**config.mk**
```make
export PLATFORM = sky130hd
export DESIGN_NAME = wb_uart_master
export DESIGN_NICKNAME = d
export VERILOG_FILES = /design/src/rtl/wb_uart_master.sv
export SDC_FILE = /design/constraint.sdc
export NUM_CORES = 1
export LEC_CHECK = 0
export BUFFER_PORTS_ARGS = -buffer_cell sky130_fd_sc_hd__buf_2
export CELL_PAD_IN_SITES_DETAIL_PLACEMENT = 0
export CELL_PAD_IN_SITES_GLOBAL_PLACEMENT = 2
export CORE_AREA = 3 3 121 123
export CTS_CLUSTER_DIAMETER = 50
export DETAILED_ROUTE_END_ITERATION = 8
export DIE_AREA = 0 0 124 126
export PLACE_DENSITY = 0.87
export RECOVER_POWER = 25
export SLEW_MARGIN = 0
export SYNTH_ARGS = -nofsm -noshare
export SYNTH_HDL_FRONTEND = slang
export SYNTH_SLANG_ARGS = --single-unit
```
**constraint.sdc**
```tcl
create_clock -name clk -period 8 [get_ports clk]
set_clock_uncertainty 0.05 [all_clocks]
set_input_delay 1.6 -clock clk [delete_from_list [all_inputs] [get_ports clk]]
set_output_delay 1.6 -clock clk [all_outputs]
set_load 0.005 [all_outputs]
```
**src/rtl/wb_uart_master.sv**
```systemverilog
// Serial-to-Wishbone bridge: parses 'W'/'R' host frames from the uart engine and runs single 32-bit bus cycles.
// Optional bus watchdog enabled by defining WBM_TIMEOUT_EN.
module wb_uart_master #(
  parameter int          TIMEOUT_CYC = 1024,
  parameter logic [7:0]  ACK_BYTE    = 8'h06,
  parameter logic [7:0]  NAK_BYTE    = 8'h15
) (
  input  logic        clk,
  input  logic        reset,
  output logic        wb_cyc_o,
  output logic        wb_stb_o,
  output logic        wb_we_o,
  output logic [31:0] wb_adr_o,
  output logic [3:0]  wb_sel_o,
  output logic [31:0] wb_dat_o,
  input  logic [31:0] wb_dat_i,
  input  logic        wb_ack_i,
  input  logic [7:0]  rx_data,
  input  logic        rx_avail,
  input  logic        rx_error,
  output logic        rx_ack,
  output logic [7:0]  tx_data,
  output logic        tx_wr,
  input  logic        tx_busy
);

  typedef enum logic [2:0] {
    S_IDLE,
    S_ADR,
    S_DAT,
    S_BUS,
    S_REPLY
  } state_t;

  localparam logic [7:0] CMD_W = 8'h57;
  localparam logic [7:0] CMD_R = 8'h52;

  state_t      state_q;
  logic [1:0]  cnt_q;
  logic        cyc_q;
  logic        we_q;
  logic [31:0] adr_q;
  logic [31:0] dat_q;
  logic [31:0] rep_q;
  logic [2:0]  rep_cnt_q;
  logic        rx_ack_q;
  logic [7:0]  tx_data_q;
  logic        tx_wr_q;
`ifdef WBM_TIMEOUT_EN
  logic [15:0] to_q;
`endif

  // rx_ack_q doubles as the hold cycle: the engine still shows the old byte then.
  logic byte_take;
  assign byte_take = rx_avail && !rx_ack_q &&
                     (state_q == S_IDLE || state_q == S_ADR || state_q == S_DAT);

  always_ff @(posedge clk or posedge reset) begin
    if (reset) begin
      state_q   <= S_IDLE;
      cnt_q     <= 2'd0;
      cyc_q     <= 1'b0;
      we_q      <= 1'b0;
      adr_q     <= 32'h0;
      dat_q     <= 32'h0;
      rep_q     <= 32'h0;
      rep_cnt_q <= 3'd0;
      rx_ack_q  <= 1'b0;
      tx_data_q <= 8'h0;
      tx_wr_q   <= 1'b0;
`ifdef WBM_TIMEOUT_EN
      to_q      <= 16'd0;
`endif
    end else begin
      rx_ack_q <= 1'b0;
      tx_wr_q  <= 1'b0;
`ifdef WBM_TIMEOUT_EN
      if (state_q != S_BUS)
        to_q <= 16'd0;
`endif
      case (state_q)
        S_IDLE: begin
          if (byte_take) begin
            rx_ack_q <= 1'b1;
            cnt_q    <= 2'd0;
            if (!rx_error && (rx_data == CMD_W || rx_data == CMD_R)) begin
              we_q    <= (rx_data == CMD_W);
              state_q <= S_ADR;
            end else begin
              rep_q     <= {NAK_BYTE, 24'h0};
              rep_cnt_q <= 3'd1;
              state_q   <= S_REPLY;
            end
          end
        end
        S_ADR: begin
          if (byte_take) begin
            rx_ack_q <= 1'b1;
            if (rx_error) begin
              cnt_q     <= 2'd0;
              rep_q     <= {NAK_BYTE, 24'h0};
              rep_cnt_q <= 3'd1;
              state_q   <= S_REPLY;
            end else begin
              adr_q <= {adr_q[23:0], rx_data};
              cnt_q <= cnt_q + 2'd1;
              if (cnt_q == 2'd3)
                state_q <= we_q ? S_DAT : S_BUS;
            end
          end
        end
        S_DAT: begin
          if (byte_take) begin
            rx_ack_q <= 1'b1;
            if (rx_error) begin
              cnt_q     <= 2'd0;
              rep_q     <= {NAK_BYTE, 24'h0};
              rep_cnt_q <= 3'd1;
              state_q   <= S_REPLY;
            end else begin
              dat_q <= {dat_q[23:0], rx_data};
              cnt_q <= cnt_q + 2'd1;
              if (cnt_q == 2'd3)
                state_q <= S_BUS;
            end
          end
        end
        S_BUS: begin
          // The entry cycle only raises cyc; ack is honoured once the cycle is on the bus.
          if (!cyc_q) begin
            cyc_q <= 1'b1;
          end else if (wb_ack_i) begin
            cyc_q   <= 1'b0;
            state_q <= S_REPLY;
            if (we_q) begin
              rep_q     <= {ACK_BYTE, 24'h0};
              rep_cnt_q <= 3'd1;
            end else begin
              rep_q     <= wb_dat_i;
              rep_cnt_q <= 3'd4;
            end
`ifdef WBM_TIMEOUT_EN
          end else if (to_q == 16'(TIMEOUT_CYC - 1)) begin
            cyc_q     <= 1'b0;
            rep_q     <= {NAK_BYTE, 24'h0};
            rep_cnt_q <= 3'd1;
            state_q   <= S_REPLY;
          end else begin
            to_q <= to_q + 16'd1;
`endif
          end
        end
        S_REPLY: begin
          // tx_wr_q marks the cycle before tx_busy reflects the byte just issued.
          if (!tx_busy && !tx_wr_q) begin
            tx_data_q <= rep_q[31:24];
            tx_wr_q   <= 1'b1;
            rep_q     <= {rep_q[23:0], 8'h00};
            rep_cnt_q <= rep_cnt_q - 3'd1;
            if (rep_cnt_q == 3'd1)
              state_q <= S_IDLE;
          end
        end
        default: state_q <= S_IDLE;
      endcase
    end
  end

  assign wb_cyc_o = cyc_q;
  assign wb_stb_o = cyc_q;
  assign wb_we_o  = we_q;
  assign wb_adr_o = adr_q;
  assign wb_dat_o = dat_q;
  assign wb_sel_o = 4'hF;
  assign rx_ack   = rx_ack_q;
  assign tx_data  = tx_data_q;
  assign tx_wr    = tx_wr_q;

endmodule
```
==> results list <==
* Result of the run: finished with violations
- Violations in the final reports: capacitance limit, slew limit
- Measured along the x axis, the die boundary spans between 100 and 150 um.
- The clock passes through at most 2 buffers.
* Hold path startpoint: tx_data[0]$_DFFE_PP0P_
- Overflow left after global routing: 0
- Total via count in the routed design: 3279
- Detailed placement ended at an HPWL of between 7000 and 8000 um.
- For this configuration, the core starts out at a cell density of between 30% and 40%.
- Antenna violations before repair: 0
- Met3 wire length: approximately 500 um
* Total detailed-routing wirelength: 10700 um
- Final critical path time including I/O delays and setup: between 3000 and 4000 ps
* Least-Margin Pin Slew: between 2000 and 2500 ps
* Top post-synthesis cells by count: dfrtp_1, mux2_2, nand2_1
* Pin count of the biggest net entering global routing: 62
- Dividing the synthesized area by the synthesized cell count gives about 14 um2.
* DRC violation total after the first TritonRoute iteration: around 190
- Data on the critical path is required at its endpoint by a little over 8000 ps.
- Wire length the detailed router placed on met1: around 4400 um
- STA puts the critical path data arrival time at 3840 ps.
- Buffers placed on the I/O ports in this run total 122.
* Most frequent cell after synthesis: dfrtp_1
* Global-route wire length before repair: about 17000 um
- Clock latency of the later-clocked register in the worst-skew pair: about 400 ps
- Die Ht: about 130 um
- The synthesized design contains 0 enable-type register cells.
* Max_slew headroom: -61.8%
- Share of async-settable or async-resettable flops after synthesis: 100%
- Setup TNS: 0 ps
- Dominant register cell in the synthesized netlist: dfrtp_1
- For this run, design rule violations remaining after detail routing come to 0.
- DRT antenna net count: 0
- Max H-tree Level: 4
* Number of distinct library cells after synthesis: 52
* Number of global-route vias before repair: between 3000 and 4000
- The repair_antennas step left the layout with diodes totalling 0.
* Max Cap Viol: 3
* Setup violation total in the final timing report: 0
* Clock Root Buffer: clkbuf_16
- Leading area contributor after synthesis: dfrtp_1
- Syn Std Cell Area: just over 5000 um2
- CTS tree: done
* Maximum fanout along the worst path: 32
* Category of the worst setup path capture point: register
* Worst voltage drop across the vdd grid: roughly 140 uV
* Length of routed met2 wiring: 5680 um
- The die covers 15600 um2.
- The first detailed-routing pass ran for 4 iterations.
- After detailed routing, the number of vias per cell comes to ~4.8.
- Type of the most critical hold path: reg2reg
- Global routing consumed, over all layers together, ~14% of the routing resources.
- Routability-driven placement finished with a final weighted congestion of 0.754.
* Critical path startpoint category: primary input
- Nets: 543
- First element of the critical path: rx_error
* Post-synthesis cell count: approximately 370
- Final standard cell utilization of the core: a little under half
- Hold is met by 425 ps.
* Sequential-to-total area share from yosys stat: approximately 57%
- Cells taking the most area after synthesis: dfrtp_1, mux2_2, mux2_4, a22o_1, mux2i_1
- Cells with a size suffix above 1 make up between 40% and 50% of the layout.
- Counting flops and latches in the post-synthesis netlist gives around 120.
- Counting the buffers created by CTS gives 17.
- Dividing total power by cell area gives a power density of roughly 250 nW/um2.
* Clock transition at the registers of the reported paths: roughly 60 ps
- Launch instance of the worst register-to-register path: state_q[2]$_DFFE_PP0P_
* Hold violation count in the final report: 0
* Yosys warning count: 0
* # rows: between 40 and 50
* Top layer reached by signal wires: met4
- Post-CTS timing repair inserted 0 buffers for setup.
- Area fraction of the dominant cell type after synthesis: a little under three fifths
- Based on the critical path, the design can be clocked at up to 277 MHz.
- The completed layout was analyzed and its total power is 1.58 mW.
- After floorplanning, the core was sized to cover approximately 14000 um2.
* Type of the worst setup path: in2reg
- Quantity of gates resized following cts: 0
- Pins over their slew limit: ~110
- Setup repair after global routing missed its margin: false
* CTS sink cnt: 116
* Final-layout fill cell count: 1316
* Share of the clock period used by the worst path: between 40% and 50%
- Boundary pin count: between 100 and 150
* Routed WL per cell: around 16 um
* Area growth syn-to-layout: 23.5%
- Summed over all cells, the static leakage comes to 3.39 nW.
- Hold-fix buffers at CTS: 0
==> path summary, 6_finish.rpt <==
kind	slack (ps)	cells past startpoint	end
max reg2reg	4540	3	tx_data[2]$_DFFE_PP0P_
min in group asynchronous	1790	2	wb_dat_o[24]$_DFFE_PP0P_
min	430	2	tx_data[0]$_DFFE_PP0P_
min reg2reg	430	2	tx_data[0]$_DFFE_PP0P_
max	4390	5	wb_dat_o[11]$_DFFE_PP0P_
max in group asynchronous	4480	3	wb_adr_o[6]$_DFFE_PP0P_
==> critical path: stages <==
cell and delay [ps]:
clkbuf_1 170, nor4b_1 760, nand2_1 90, clkbuf_1 670, mux2_2 530
==> cell families (layout without fill, tap and decap cells) <==
group	Yosys count	after routing	synth area share (%)
AOI/OAI and AO/OA	49	49	6.92
DFF	116	116	56.8
other	1	4	0.0733
muxes	105	105	24.2
xor gates and xnor gates	2	2	0.343
and+or+nand+nor	54	54	6.34
adders and majority gates	3	3	0.734
buffers and inverters	41	174	4.62
==> flip-flops by register name, indices dropped and copies added (netlist names) <==
register and flops:
rep_cnt_q 3, wb_adr_o 32, state_q 3, tx_data 8
cnt_q 2, wb_we_o 1, wb_cyc_o 1, rep_q 32
tx_wr 1, wb_dat_o 32, rx_ack 1
==> per-stage QoR <==
stage / setup WS, ps / instance area [um2] / instances
after floorplan: 3280 / 5120 / 374
after global placement: 4120 / 5810 / 655
after detailed placement: 4030 / 5810 / 655
after CTS: 4460 / 6360 / 687
after global routing: 4000 / 6320 / 687
final: 4390 / 6320 / 687
==> placed cells by master (no fill, tap or decap), types with 8 or more instances in the layout <==
| master | instances |
|---|---|
| a22o_1 | 12 |
| buf_2 | 115 |
| clkbuf_1 | 8 |
| clkbuf_16 | 17 |
| dfrtp_1 | 116 |
| inv_1 | 16 |
| mux2_2 | 73 |
| mux2_4 | 18 |
| mux2i_1 | 10 |
| nand2_1 | 26 |
| o21ai_0 | 14 |
==> area by class of cell <==
cell class,instances,area (um2),share of cell area [%]
clock buffer,18,439,6.95
clock inverter,14,105,1.66
tap,180,225,3.57
multi-input combinational,217,1960,31.0
sequential,116,2900,46.0
timing repair buffer,125,621,9.83
inverter,17,65.1,1.03
==> where the power goes <==
group,switching (mW),internal (mW),leakage (nW)
Clock,0.272,0.405,0.255
Combinational,0.145,0.115,1.54
Sequential,0.0240,0.617,1.60
==> per-layer routing <==
layer	vias up	track usage, %
met5	-	0
met4	0	5.09
met3	11	3.95
met2	65	24.1
met1	1635	16.9
li1	1568	-
Note: power is estimated with default switching activity, not from simulation.
